`src/rtl/fifo_scsi_reader.sv`:
```
// Memory-to-SCSI byte reader: unpacks FIFO longwords into bytes and runs the
// DACK_/WE_ handshake with the SCSI chip, one byte per six-SCLK sequence.
`timescale 1ns/1ps

module fifo_scsi_reader (
    input  logic        SCLK,
    input  logic        RST_FIFO_,
    input  logic [31:0] OD,
    input  logic        FIFOEMPTY,
    input  logic        DIRECTION,
    input  logic        LOAD_BO,
    input  logic [1:0]  START_BO,
    input  logic        DREQ_,
    output logic        DACK_,
    output logic        WE_,
    output logic [7:0]  PD,
    output logic        PD_OE,
    output logic        INCNO,
    output logic [1:0]  BO,
    output logic        BUSY
);

    typedef enum logic [2:0] {
        ST_IDLE,
        ST_SETUP,
        ST_STROBE1,
        ST_STROBE2,
        ST_HOLD,
        ST_ADVANCE
    } state_t;

    state_t     state_q, state_d;
    logic [1:0] bo_q, bo_d;
    logic [7:0] pd_q, pd_d;

    // Lane order mirrors the FIFO write side: BO=3 is the least significant byte.
    function automatic logic [7:0] lane_sel(input logic [31:0] od, input logic [1:0] bo);
        logic [7:0] b;
        case (bo)
            2'd3:    b = od[7:0];
            2'd2:    b = od[15:8];
            2'd1:    b = od[23:16];
            default: b = od[31:24];
        endcase
        return b;
    endfunction

    always_ff @(posedge SCLK or negedge RST_FIFO_) begin
        if (!RST_FIFO_) begin
            state_q <= ST_IDLE;
            bo_q    <= 2'd3;
            pd_q    <= 8'h00;
        end else begin
            state_q <= state_d;
            bo_q    <= bo_d;
            pd_q    <= pd_d;
        end
    end

    always_comb begin
        state_d = state_q;
        bo_d    = bo_q;
        pd_d    = pd_q;
        DACK_   = 1'b1;
        WE_     = 1'b1;
        PD_OE   = 1'b0;
        INCNO   = 1'b0;
        BUSY    = 1'b1;

        case (state_q)
            ST_IDLE: begin
                BUSY = 1'b0;
                // A pointer load wins; a pending request simply starts one cycle later.
                if (LOAD_BO) begin
                    bo_d = START_BO;
                end else if (DIRECTION && !DREQ_ && !FIFOEMPTY) begin
                    state_d = ST_SETUP;
                    pd_d    = lane_sel(OD, bo_q);
                end
            end
            ST_SETUP: begin
                DACK_   = 1'b0;
                PD_OE   = 1'b1;
                state_d = ST_STROBE1;
            end
            ST_STROBE1: begin
                DACK_   = 1'b0;
                PD_OE   = 1'b1;
                WE_     = 1'b0;
                state_d = ST_STROBE2;
            end
            ST_STROBE2: begin
                DACK_   = 1'b0;
                PD_OE   = 1'b1;
                WE_     = 1'b0;
                state_d = ST_HOLD;
            end
            ST_HOLD: begin
                DACK_   = 1'b0;
                PD_OE   = 1'b1;
                state_d = ST_ADVANCE;
            end
            ST_ADVANCE: begin
                // Last byte of the longword consumed: pop the FIFO; BO wraps 0 -> 3.
                INCNO   = (bo_q == 2'd0);
                bo_d    = bo_q - 2'd1;
                state_d = ST_IDLE;
            end
            default: begin
                state_d = ST_IDLE;
            end
        endcase
    end

    assign PD = pd_q;
    assign BO = bo_q;

endmodule

```
`config.mk`:
```
export PLATFORM = sky130hd
export DESIGN_NAME = fifo_scsi_reader
export DESIGN_NICKNAME = d
export VERILOG_FILES = /design/src/rtl/fifo_scsi_reader.sv
export SDC_FILE = /design/constraint.sdc
export NUM_CORES = 1
export LEC_CHECK = 0
export BUFFER_PORTS_ARGS = -buffer_cell sky130_fd_sc_hd__buf_2
export CAP_MARGIN = 20
export CORE_UTILIZATION = 40
export DETAILED_ROUTE_END_ITERATION = 10
export PLACE_DENSITY = 0.75
export SYNTH_ARGS = -nofsm -noshare
export SYNTH_HDL_FRONTEND = slang
export SYNTH_SLANG_ARGS = --single-unit
export TNS_END_PERCENT = 30
```
`constraint.sdc`:
```
create_clock -name SCLK -period 2.05 [get_ports SCLK]
set_input_delay 0.1025 -clock SCLK [delete_from_list [all_inputs] [get_ports SCLK]]
set_output_delay 0.1025 -clock SCLK [all_outputs]
set_load 0.05 [all_outputs]
```
# Word-level counts from Yosys, hierarchy flattened
# Cells that the tools add are included.
dict set report word_totals {
  register_bits 13
  latchBits 0
  mem_bits_rw 0
  mem_bits_ro 0
  input_bits 40
  out_inout_bits 15
  elab_cells 39
  memories 0
}
dict set report op_classes {
  add_sub_neg 1
  mul 0
  div 0
  magnitude_cmp 0
  eq_ne 11
  shift 0
  muxes 11
  n_bitwise 1
  n_reduce_logical 12
}
# cell count
set op_table {}
lappend op_table {{one-hot mux 8 bit (3 select lines)} 1}
lappend op_table {{one-hot mux 3 bit (5 select lines)} 1}
lappend op_table {{equality test 3 x 2 -> 1 bit (second input constant)} 2}
lappend op_table {{equality test 3 bit (second input constant)} 2}
lappend op_table {{2-to-1 mux 3 bit} 2}
lappend op_table {{inequality test 2 bit (second input constant)} 3}
lappend op_table {{2-to-1 mux 1 bit} 5}
lappend op_table {{equality test 2 bit (second input constant)} 2}
lappend op_table {{one-hot mux 2 bit (2 select lines)} 1}
lappend op_table {{AND reduction 2 bit} 2}
lappend op_table {{OR reduction 4 bit} 1}
lappend op_table {{equality test 3 x 1 -> 1 bit (second input constant)} 1}
lappend op_table {{logical NOT 3 bit} 1}
lappend op_table {{AND reduction 3 bit} 1}
lappend op_table {{equality test 2 x 1 -> 1 bit (second input constant)} 1}
lappend op_table {{logical AND 1 bit} 2}
lappend op_table {{logical NOT 1 bit} 2}
lappend op_table {{logical NOT 2 bit} 1}
lappend op_table {{2-to-1 mux 2 bit} 1}
lappend op_table {{nonzero test 2 bit} 1}
lappend op_table {{OR reduction 2 bit} 1}
lappend op_table {{subtractor 2 x 1 -> 2 bit (second input constant)} 1}
lappend op_table {{inverter 1 bit} 1}

# Longest topological paths before layout
# Gate-level depths: netlist of the first run.
dict set report logic_depth {
  ltp_word 6
  ltp_mapped 6
  depth_no_buf 5
}

# Least setup slack after synthesis of the first run
# OpenSTA, ideal clock, no wires.
dict set report synth_path {
  path_type {reg-to-output}
  startpoint {register state_q[2]}
  endpoint {output DACK_}
  t_arrival_ns 1.768
  required_ns 1.947
  path_slack_ns 0.179
  path_stages_with_launch 4
  n_path_buf 0
  cell_sequence {dfrtp_1 nand2b_1 mux2i_1 nor2_1}
}
dict set report synth_via {
  elab_chain_len 3
  elab_cells_between_ends 6
  cone_classes {eq/ne: 4; mux: 1; reduce/logical: 1}
}
# item line
set synth_lines {}
lappend synth_lines {{from (decl)} 32} ;# state_t state_q, state_d;
lappend synth_lines {{from (signal assigned)} 54} ;# state_q <= state_d;
lappend synth_lines {{equality test 3 bit, or another cell as far along} 70} ;# case (state_q)
lappend synth_lines {{OR reduction 4 bit (no line) (*)} --}
lappend synth_lines {{2-to-1 mux 1 bit (*)} 70}
lappend synth_lines {{to (decl)} 14} ;# output logic DACK_,
# Every way passes the cells marked *; elsewhere a longest branch is shown, timed or not.

# Final worst setup path of the first run
dict set report layout_path {
  startpoint {register bo_q[0] (netlist: BO[0])}
  endpoint {register pd_q[5] (netlist: PD[5])}
}
dict set report layout_via {
  elab_chain_len 2
  elab_cells_between_ends 4
  cone_classes {eq/ne: 3; mux: 1}
}
# item line
set layout_lines {}
lappend layout_lines {{from (decl)} 33} ;# logic [1:0] bo_q, bo_d;
lappend layout_lines {{from (signal assigned)} 55} ;# bo_q <= bo_d;
lappend layout_lines {{equality test 2 x 1 -> 1 bit or equality test 2 bit (tied branches)} 39} ;# case (bo)
lappend layout_lines {{one-hot mux 8 bit (3 select lines) (*)} 39}
lappend layout_lines {{to (signal assigned)} 56} ;# pd_q <= pd_d;
lappend layout_lines {{to (decl)} 34} ;# logic [7:0] pd_q, pd_d;
# Marks and branches as above.
# A chain may end at the register's enable or synchronous reset.

==> results of run 1 <==
==> final timing paths <==
kind                              end  slack (ns)  depth (start not counted)
worst max-delay path            PD[5]        0.35                          5
worst min-delay path            BO[0]        0.08                          3
worst max register to register  PD[5]        0.35                          5
worst min register to register  PD[2]        0.52                          1
max in group asynchronous       BO[0]        1.54                          2
min in group asynchronous       PD[3]        0.24                          2
==> flip-flops by register name (all words and copies together) (netlist names) <==
signal   cells
PD           8
BO           2
state_q      3
==> worst min-delay path: cells and delay by family <==
kind,cells,cell delay [ns]
compound gates,2,0.13
buf+inv,1,0.09
==> repair_timing <==
action,CTS,global route
hold buffers,1,0
endpoints found under the setup margin,0,0
hold endpoints to repair,13,0
==> cells by family after synthesis <==
family | after synthesis | share of synthesized area [%]
AOI/OAI and AO/OA | 27 | 17.4
and+or+nand+nor | 21 | 17.3
DFF | 13 | 35.4
muxes | 11 | 16.2
buffers and inverters | 10 | 6.07
adders and majority gates | 5 | 6.75
xor gates and xnor gates | 1 | 0.945
==> placed cells by master, fill, tap and decap left out, types with 2 or more instances in the layout <==
cell type  count
nand2b_1       2
a21oi_1       16
buf_2         54
clkbuf_4       3
inv_1          3
mux2_4         8
nor2_1         3
nor2b_1        8
dfstp_2        2
mux2i_1        3
dfrtp_1       11
a22oi_1        8
ha_1           5
==> metrics by stage <==
| step | utilization (%) | hold slack [ns] | std cells | instance area, um^2 |
|---|---|---|---|---|
| 2_1_floorplan | - | -0.193 | 88 | 927 |
| 3_3_place_gp | 54.2 | 0.000407 | 163 | 1190 |
| 3_5_place_dp | 54.2 | 0.00339 | 163 | 1190 |
| 4_1_cts | 55.9 | 0.0740 | 168 | 1220 |
| 5_1_grt | 55.9 | 0.0903 | 168 | 1220 |
| 6_report | 55.9 | 0.0838 | 168 | 1220 |
==> per-layer routing <==
layer | up-vias | global-route usage, % | wire, um
li1 | 416 | - | -
met1 | 384 | 21.4 | 891
met2 | 39 | 33.3 | 1110
met3 | 4 | 6.06 | 194
met4 | 0 | 6.19 | 31
met5 | - | 0 | 0
==> cells in the mapped netlist <==
library cell and count:
clkbuf_1 3, ha_1 5, inv_1 3, buf_4 1, nor4b_2 1, nand2b_1 2
a21oi_1 16, nand3b_1 1, mux2i_1 3, buf_1 1, dfstp_2 2, mux2_4 8
dfrtp_1 11, nor2b_1 8, xnor2_1 1, a211oi_1 1, a2bb2oi_1 1, o21ai_0 1
nor2_1 3, buf_6 2, a22oi_1 8, nand2_1 1, or3_4 1, nand2b_4 1
nor4b_4 1, or2_2 1, nor3_1 1
==> layout make-up <==
cell class	instances	area (um^2)
multi-input combinational	65	543
tap	28	35.0
clock buffer	4	26.3
fill	205	967
sequential	13	328
inverter	3	11.3
timing repair buffer	55	280
==> power by group through the flow <==
| stage | registers (mW) | clock network (mW) | logic (mW) |
|---|---|---|---|
| floorplan | 0.830 | 0 | 0.947 |
| global placement | 0.521 | 0 | 1.52 |
| detailed placement | 0.532 | 0 | 1.55 |
| CTS | 0.532 | 0.165 | 1.56 |
| global route | 0.546 | 0.180 | 1.66 |
| finish | 0.530 | 0.160 | 1.55 |
==> flow_metrics.env, run 1 <==
export IMPL_status="complete, no violations"
export IMPL_hold_start="START_BO[0]"
export IMPL_crit_top_cell="a21oi_1"
export IMPL_row_count=17
export IMPL_clkSinkCount=13
export IMPL_seq_area_frac_synth_pct=35.4
export IMPL_dieHeight_um=50.1
export IMPL_period_share_pct=83.1
export IMPL_timing_rr_start="BO[0]"
export IMPL_cts_max_path_buffers=2
export IMPL_die_area_mm2=0.00251
export IMPL_skew_ns=0.00358
export IMPL_syn_nets=133
export IMPL_post_synth_cell_area_avg_um2=10.5
export IMPL_hold_path_class="primary input to flop"
export IMPL_finalPower_mw=2.24
export IMPL_max_cap_violations=0
export IMPL_ys_types=27
export IMPL_clock_fmax_ghz=0.587
export IMPL_internal_power_mw=1.02
export IMPL_worst_setup_path_end_kind="flop"
export IMPL_ctsHtreeMaxLevel=1
export IMPL_pwr_share_comb_pct=69.2
export IMPL_ant_nets=0
export IMPL_clockRootBuffer="clkbuf_4"
export IMPL_leakagePower_nw=0.645
export IMPL_finalSetupTns_ns=0
export IMPL_switchingPower_mw=1.22
export IMPL_power_density_mw_per_mm2=1830
export IMPL_sequentialPowerShare_pct=23.7
export IMPL_drive_above_1_share_pct=51.4
export IMPL_overflow=0
export IMPL_ys_ff_latch=13
export IMPL_crit_chain="inv_1 > ha_1 > a21oi_1 > a21oi_1 > mux2_4"
export IMPL_post_cts_buffers=0
export IMPL_wl_um=2230
export IMPL_grt_use_total_pct=19.0
export IMPL_drtIter0Drc=8
export IMPL_synthCells=88
export IMPL_synth_top_area_cell="dfrtp_1"
export IMPL_pre_cts_ws_ns=0.361
export IMPL_io_pins=55
export IMPL_clkPwrFrac_pct=7.2
export IMPL_crit_required_ns=2.21
export IMPL_path_class="flop to flop"
export IMPL_port_buffers=54
export IMPL_synth_warnings=0
export IMPL_grt_max_degree=17
export IMPL_swShare_pct=54.6
export IMPL_crit_path_start_kind="flop"
export IMPL_cp_top_family="flip-flops"
export IMPL_core_area_mm2=0.00219
export IMPL_final_min_clock_period_ns=1.70
export IMPL_tightest_slew_ns=0.438
export IMPL_vdd_drop_max_v=0.00176
export IMPL_cts_resized=0
export IMPL_max_stage_delay_ns=0.59
export IMPL_synth_area_um2=927
export IMPL_cp_num_buf_inv=1
export IMPL_grt_pass1_wl_um=3440
export IMPL_crit_slowest_cell="dfstp_2"
export IMPL_max_slew_margin_pct=70.8
export IMPL_dpl_hpwl_um=1740
export IMPL_cts_made_buffers=3
export IMPL_antenna_cells=0
export IMPL_path_max_fanout=16
export IMPL_clock_latency_ns=0.28
export IMPL_setup_viol=0
export IMPL_setup_slack_ns=0.346
export IMPL_drc=0
export IMPL_antenna_found_initial=0
export IMPL_gp_congestion=0.744
export IMPL_rsz0062_at_grt="no"
export IMPL_routedWlPerCell_um=13.3
export IMPL_cts_tree="done"
export IMPL_synth_area_leaders="dfrtp_1 30%, mux2_4 13%, a21oi_1 8.6%"
export IMPL_crit_arrival_ns=1.87
export IMPL_final_nets=186
export IMPL_die_w_um=50.1
export IMPL_crit_start="BO[0]"
export IMPL_hold_viol=0
export IMPL_avgViaCountPerCell=5.02
export IMPL_synth_top_area_share_pct=29.7
export IMPL_finalMaxSlewViolations=0
export IMPL_via_count=843
export IMPL_path_clk_slew_ns=0.08
export IMPL_start_util_pct=42.3
export IMPL_grt_pass1_vias=802
export IMPL_drt_first_pass_iters=4
export IMPL_syn2layout_area_growth_pct=32.0
Power figures use the tool's default switching activity.
==> run 2, diff against run 1 <==
--- a/config.mk
+++ b/config.mk
@@ -7,9 +7,9 @@
 export LEC_CHECK = 0
 export BUFFER_PORTS_ARGS = -buffer_cell sky130_fd_sc_hd__buf_2
 export CAP_MARGIN = 20
-export CORE_UTILIZATION = 40
+export CORE_UTILIZATION = 38
 export DETAILED_ROUTE_END_ITERATION = 10
-export PLACE_DENSITY = 0.75
+export PLACE_DENSITY = 0.74
 export SYNTH_ARGS = -nofsm -noshare
 export SYNTH_HDL_FRONTEND = slang
 export SYNTH_SLANG_ARGS = --single-unit
==> constraint.sdc (replaced) <==
create_clock -name SCLK -period 1.4 [get_ports SCLK]
set_input_delay 0.07 -clock SCLK [delete_from_list [all_inputs] [get_ports SCLK]]
set_output_delay 0.07 -clock SCLK [all_outputs]
set_load 0.05 [all_outputs]
==> run 2 against run 1 <==
The run now ends with setup timing left. Final cell count up 10%. Global-route usage increased by 2.6 points. Clock skew about the same. Sequential cell count is the same. Largest cell class unchanged. Largest power group unchanged. Register-to-register slack got worse by 0.52 ns.
==> flow_metrics.env, run 2 (synthesis results as in run 1) <==
export IMPL_fin_area_mm2=0.00158
export IMPL_final_nets=203
export IMPL_power_density_mw_per_mm2=2780
export IMPL_status="finished, violations left"
export IMPL_setup_slack_ns=-0.173
export IMPL_crit_path_start_kind="flop"
export IMPL_leakagePower_nw=0.767
export IMPL_max_cap_violations=0
export IMPL_finalMaxSlewViolations=0
export IMPL_grt_max_degree=17
export IMPL_drtIter0Drc=7
export IMPL_ctsHtreeMaxLevel=1
export IMPL_crit_arrival_ns=1.74
export IMPL_finalPower_mw=4.38
export IMPL_path_max_fanout=16
export IMPL_drive_above_1_share_pct=72.6
export IMPL_skew_ns=0.00404
export IMPL_cts_made_buffers=3
export IMPL_clkSinkCount=13
export IMPL_ant_nets=0
export IMPL_period_share_pct=112
export IMPL_final_min_clock_period_ns=1.57
export IMPL_syn2layout_area_growth_pct=69.9
export IMPL_antenna_cells=0
export IMPL_clock_fmax_ghz=0.636
export IMPL_die_area_mm2=0.00264
export IMPL_routedWlPerCell_um=14.4
export IMPL_grt_pass1_vias=895
export IMPL_pre_cts_ws_ns=-0.208
export IMPL_path_class="flop to flop"
export IMPL_vdd_drop_max_v=0.00212
export IMPL_place_area_mm2=0.00128
export IMPL_drc=0
export IMPL_violations="setup timing"
export IMPL_gp_congestion=0.712
export IMPL_path_clk_slew_ns=0.09
export IMPL_final_common_cell="buf_2"
export IMPL_die_w_um=51.4
export IMPL_io_pins=55
export IMPL_grt_pass1_wl_um=4110
export IMPL_dpl_hpwl_um=1760
export IMPL_clockRootBuffer="clkbuf_4"
export IMPL_via_count=936
export IMPL_crit_required_ns=1.57
export IMPL_wl_um=2670
export IMPL_overflow=0
export IMPL_largest_reg_flops=8
export IMPL_regToRegSetupSlack_ns=-0.17
export IMPL_cts_max_path_buffers=2
export IMPL_drt_first_pass_iters=4
export IMPL_start_util_pct=41.1
export IMPL_antenna_found_initial=0
export IMPL_grt_use_total_pct=21.5
export IMPL_fill_cells=179
export IMPL_final_cells=185
export IMPL_dp_cells=172
export IMPL_final_cell_mix="48 x buf_2, 14 x a21oi_1, 11 x dfrtp_1, 11 x buf_4, 9 x buf_6"
export IMPL_clock_latency_ns=0.27
export IMPL_postLayoutCoreUtil_pct=69.9
export IMPL_core_area_mm2=0.00225
export IMPL_dieHeight_um=51.4
export IMPL_avgViaCountPerCell=5.06
export IMPL_tightest_slew_ns=0.328
export IMPL_hold_path_class="primary input to flop"
export IMPL_rsz0062_at_grt="yes"
export IMPL_setup_viol=12
export IMPL_hold_viol=0
export IMPL_cts_tree="done"
export IMPL_port_buffers=54
export IMPL_worst_setup_path_end_kind="flop"
export IMPL_row_count=17
export IMPL_max_slew_margin_pct=78.2
## run 2: final cells by class
cell class | count | area (um^2) | area share [%]
Timing Repair Buffer | 72 | 472 | 29.9
Clock buffer | 4 | 26.3 | 1.67
Tap cell | 28 | 35.0 | 2.22
Inverter | 3 | 18.8 | 1.19
Multi-Input combinational cell | 65 | 688 | 43.7
Sequential cell | 13 | 335 | 21.3
## run 2: stage by stage
step | setup TNS [ns] | hold WS [ns]
after global routing | -2.27 | 0.0390
after global placement | -1.15 | -0.0215
after floorplan | -2.76 | -0.226
after detailed placement | -1.47 | -0.0160
after CTS | -1.45 | 0.0359
final | -1.57 | 0.0403
## run 2: routing by layer
| metal | wire length [um] | part of all wire (%) | up-vias | GRT usage (%) |
|---|---|---|---|---|
| met2 | 1310 | 49 | 45 | 40.0 |
| met3 | 240 | 9.0 | 2 | 5.06 |
| met5 | 0 | 0 | - | 0 |
| met1 | 1100 | 41 | 435 | 23.7 |
| met4 | 10 | 0.38 | 0 | 6.76 |
| li1 | - | - | 454 | - |
## run 2: where the power goes
group	internal, mW	switching, mW	leakage [nW]	total [mW]
Clock	0.110	0.129	0.0150	0.240
Sequential	0.601	0.143	0.161	0.744
Combinational	1.52	1.87	0.591	3.40
Total	2.24	2.14	0.767	4.38
## run 2: what timing repair did
item	CTS	global route
hold endpoints to repair	13	0
buffers inserted	7	1
hold buffers	1	0
pin swaps	7	2
gates resized for setup	38	7
endpoints found under the setup margin	12	15
## run 2: critical path, cell delays in order, from the launching register on
cell and delay, ns:
dfstp_4 0.66, inv_4 0.06, ha_4 0.21, a21oi_1 0.17
a21oi_1 0.10, mux2_4 0.27
## run 2: path summary, 6_finish.rpt
path	from	end	depth (start not counted)
worst max-delay path	BO[1]	PD[2]	5
worst min-delay path	START_BO[0]	BO[0]	3
worst max register to register	BO[1]	PD[2]	5
worst min register to register	PD[0]	PD[0]	1
max in group asynchronous	RST_FIFO_	BO[1]	2
min in group asynchronous	RST_FIFO_	PD[5]	2
==> run 3, diff against run 2 <==
--- a/config.mk
+++ b/config.mk
@@ -7,9 +7,13 @@
 export LEC_CHECK = 0
 export BUFFER_PORTS_ARGS = -buffer_cell sky130_fd_sc_hd__buf_2
 export CAP_MARGIN = 20
-export CORE_UTILIZATION = 38
+export CELL_PAD_IN_SITES_DETAIL_PLACEMENT = 1
+export CELL_PAD_IN_SITES_GLOBAL_PLACEMENT = 2
+export CORE_ASPECT_RATIO = 1.25
+export CORE_MARGIN = 5
+export CORE_UTILIZATION = 21
 export DETAILED_ROUTE_END_ITERATION = 10
-export PLACE_DENSITY = 0.74
+export PLACE_DENSITY_LB_ADDON = 0.1
 export SYNTH_ARGS = -nofsm -noshare
 export SYNTH_HDL_FRONTEND = slang
 export SYNTH_SLANG_ARGS = --single-unit
==> run 3 against run 2 <==
The flow still finishes with violations (setup timing). Worst setup slack better by 0.028 ns. Die area is 120% higher. Clock power is 43% higher. Critical path depth stayed put. Sequential share of layout area is 0.92 points lower. Sequential cell count stayed put. Power is 3.1% higher. Register-to-register slack better by 0.03 ns. Largest power group unchanged. Core utilization is 32 points lower. Sequential power is 0.5% lower. Cell area is 4.5% higher. Critical path type unchanged. Global-route usage is 11 points lower.
==> flow_metrics.env, run 3 (synthesis results as in run 1) <==
export IMPL_status="finished, violations left"
export IMPL_violations="setup timing"
export IMPL_final_min_clock_period_ns=1.54
export IMPL_setup_viol=11
export IMPL_leakagePower_nw=0.773
export IMPL_final_nets=202
export IMPL_grt_use_total_pct=10.9
export IMPL_cts_tree="done"
export IMPL_clkSinkCount=13
export IMPL_drc=0
export IMPL_finalPower_mw=4.52
export IMPL_dr_wl_met3_um=176
export IMPL_largest_reg_flops=8
export IMPL_io_pins=55
export IMPL_final_cells=214
export IMPL_finalMaxSlewViolations=0
export IMPL_rsz0062_at_grt="yes"
export IMPL_die_area_mm2=0.00585
export IMPL_clockRootBuffer="clkbuf_8"
export IMPL_drtIter0Drc=30
export IMPL_cp_num_buf_inv=1
export IMPL_setup_slack_ns=-0.144
export IMPL_fin_area_mm2=0.00165
export IMPL_max_cap_violations=0
export IMPL_crit_required_ns=1.52
export IMPL_cp_top_family="flip-flops"
export IMPL_worst_setup_path_end_kind="flop"
export IMPL_highest_layer="met4"
export IMPL_syn2layout_area_growth_pct=77.6
export IMPL_vdd_drop_max_v=0.00185
export IMPL_port_buffers=54
export IMPL_drive_above_1_share_pct=75.6
export IMPL_drt_met1_wl_um=1330
export IMPL_place_area_mm2=0.00133
export IMPL_pre_cts_ws_ns=-0.220
export IMPL_hold_path_class="primary input to flop"
export IMPL_overflow=0
export IMPL_crit_arrival_ns=1.67
export IMPL_hold_viol=0
export IMPL_clkPwrFrac_pct=7.6
export IMPL_final_common_cell="buf_2"
export IMPL_dieHeight_um=84.3
export IMPL_die_w_um=69.4
export IMPL_ant_nets=0
export IMPL_core_area_mm2=0.00436
export IMPL_sequentialPowerShare_pct=16.4
export IMPL_crit_chain="inv_6 > ha_4 > a22oi_2 > a21oi_2 > mux2_4"
export IMPL_postLayoutCoreUtil_pct=37.8
export IMPL_cts_made_buffers=3
export IMPL_period_share_pct=110
export IMPL_final_cell_mix="49 x buf_2, 11 x dfrtp_1, 11 x buf_4"
export IMPL_dp_cells=203
export IMPL_tightest_slew_ns=0.330
export IMPL_grt_pass1_vias=1103
export IMPL_drt_first_pass_iters=4
export IMPL_cts_max_path_buffers=2
export IMPL_crit_path_start_kind="flop"
export IMPL_grt_max_degree=17
export IMPL_via_count=927
export IMPL_max_slew_margin_pct=78.0
export IMPL_wl_um=3120
export IMPL_clock_fmax_ghz=0.647
export IMPL_avgViaCountPerCell=4.33
export IMPL_finalSetupTns_ns=-1.20
export IMPL_path_class="flop to flop"
export IMPL_start_util_pct=21.3
export IMPL_row_count=27
export IMPL_power_density_mw_per_mm2=2740
export IMPL_swShare_pct=47.9
export IMPL_skew_ns=0.00513
export IMPL_timing_hold_ws_ns=0.0541
export IMPL_max_stage_delay_ns=0.65
export IMPL_path_clk_slew_ns=0.06
export IMPL_internal_power_mw=2.36
export IMPL_ctsHtreeMaxLevel=1
export IMPL_grt_pass1_wl_um=5150
export IMPL_pwr_share_comb_pct=76.0
export IMPL_crit_slowest_cell="dfstp_4"
export IMPL_clock_latency_ns=0.24
export IMPL_antenna_found_initial=0
export IMPL_gp_congestion=0.762
export IMPL_met2WireLength_um=1570
export IMPL_path_max_fanout=8
export IMPL_dpl_hpwl_um=2340
export IMPL_antenna_cells=0
export IMPL_switchingPower_mw=2.16
export IMPL_routedWlPerCell_um=14.6
-- run 3: repair_timing --
| item | 4_1_cts | 5_1_grt |
|---|---|---|
| hold buffers | 1 | 0 |
| gates resized for setup | 36 | 11 |
| setup endpoints to repair | 13 | 14 |
| endpoints found under the hold margin | 11 | 0 |
| buffers inserted | 6 | 0 |
| pin swaps | 6 | 2 |
-- run 3: path summary, 6_finish.rpt --
| check | from | to | slack (ns) | depth (start not counted) |
|---|---|---|---|---|
| setup / recovery | BO[0] | PD[6] | -0.14 | 5 |
| setup reg to reg | BO[0] | PD[6] | -0.14 | 5 |
| hold reg to reg | PD[0] | PD[0] | 0.51 | 1 |
| hold / removal | START_BO[0] | BO[0] | 0.05 | 3 |
| min in group asynchronous | RST_FIFO_ | PD[0] | 0.25 | 2 |
| max in group asynchronous | RST_FIFO_ | BO[0] | 0.86 | 2 |
-- run 3: area by class of cell --
class | instances | area, um^2
clock buffers | 4 | 45.0
flip-flops and latches | 13 | 335
fillers | 503 | 2710
inverters | 3 | 18.8
repair buffers | 71 | 467
multi-input cells | 65 | 708
well taps | 58 | 72.6
-- run 3: worst register-to-register path, stage by stage (launching register included) --
cell	delay [ns]
dfstp_4	0.65
inv_6	0.05
ha_4	0.20
a22oi_2	0.19
a21oi_2	0.08
mux2_4	0.26
-- run 3: power groups by stage --
stage | clock, mW | sequential (mW) | combinational (mW)
3_3_place_gp | 0 | 0.728 | 2.62
5_1_grt | 0.385 | 0.765 | 3.66
3_5_place_dp | 0 | 0.736 | 2.62
4_1_cts | 0.360 | 0.740 | 3.36
6_report | 0.343 | 0.740 | 3.43
2_1_floorplan | 0 | 1.25 | 1.51
-- run 3: layer usage --
layer  GRT usage (%)  up-vias
li1                -      451
met1            12.4      438
met2            19.0       36
met3            2.87        2
met4            4.80        0
met5               0        -
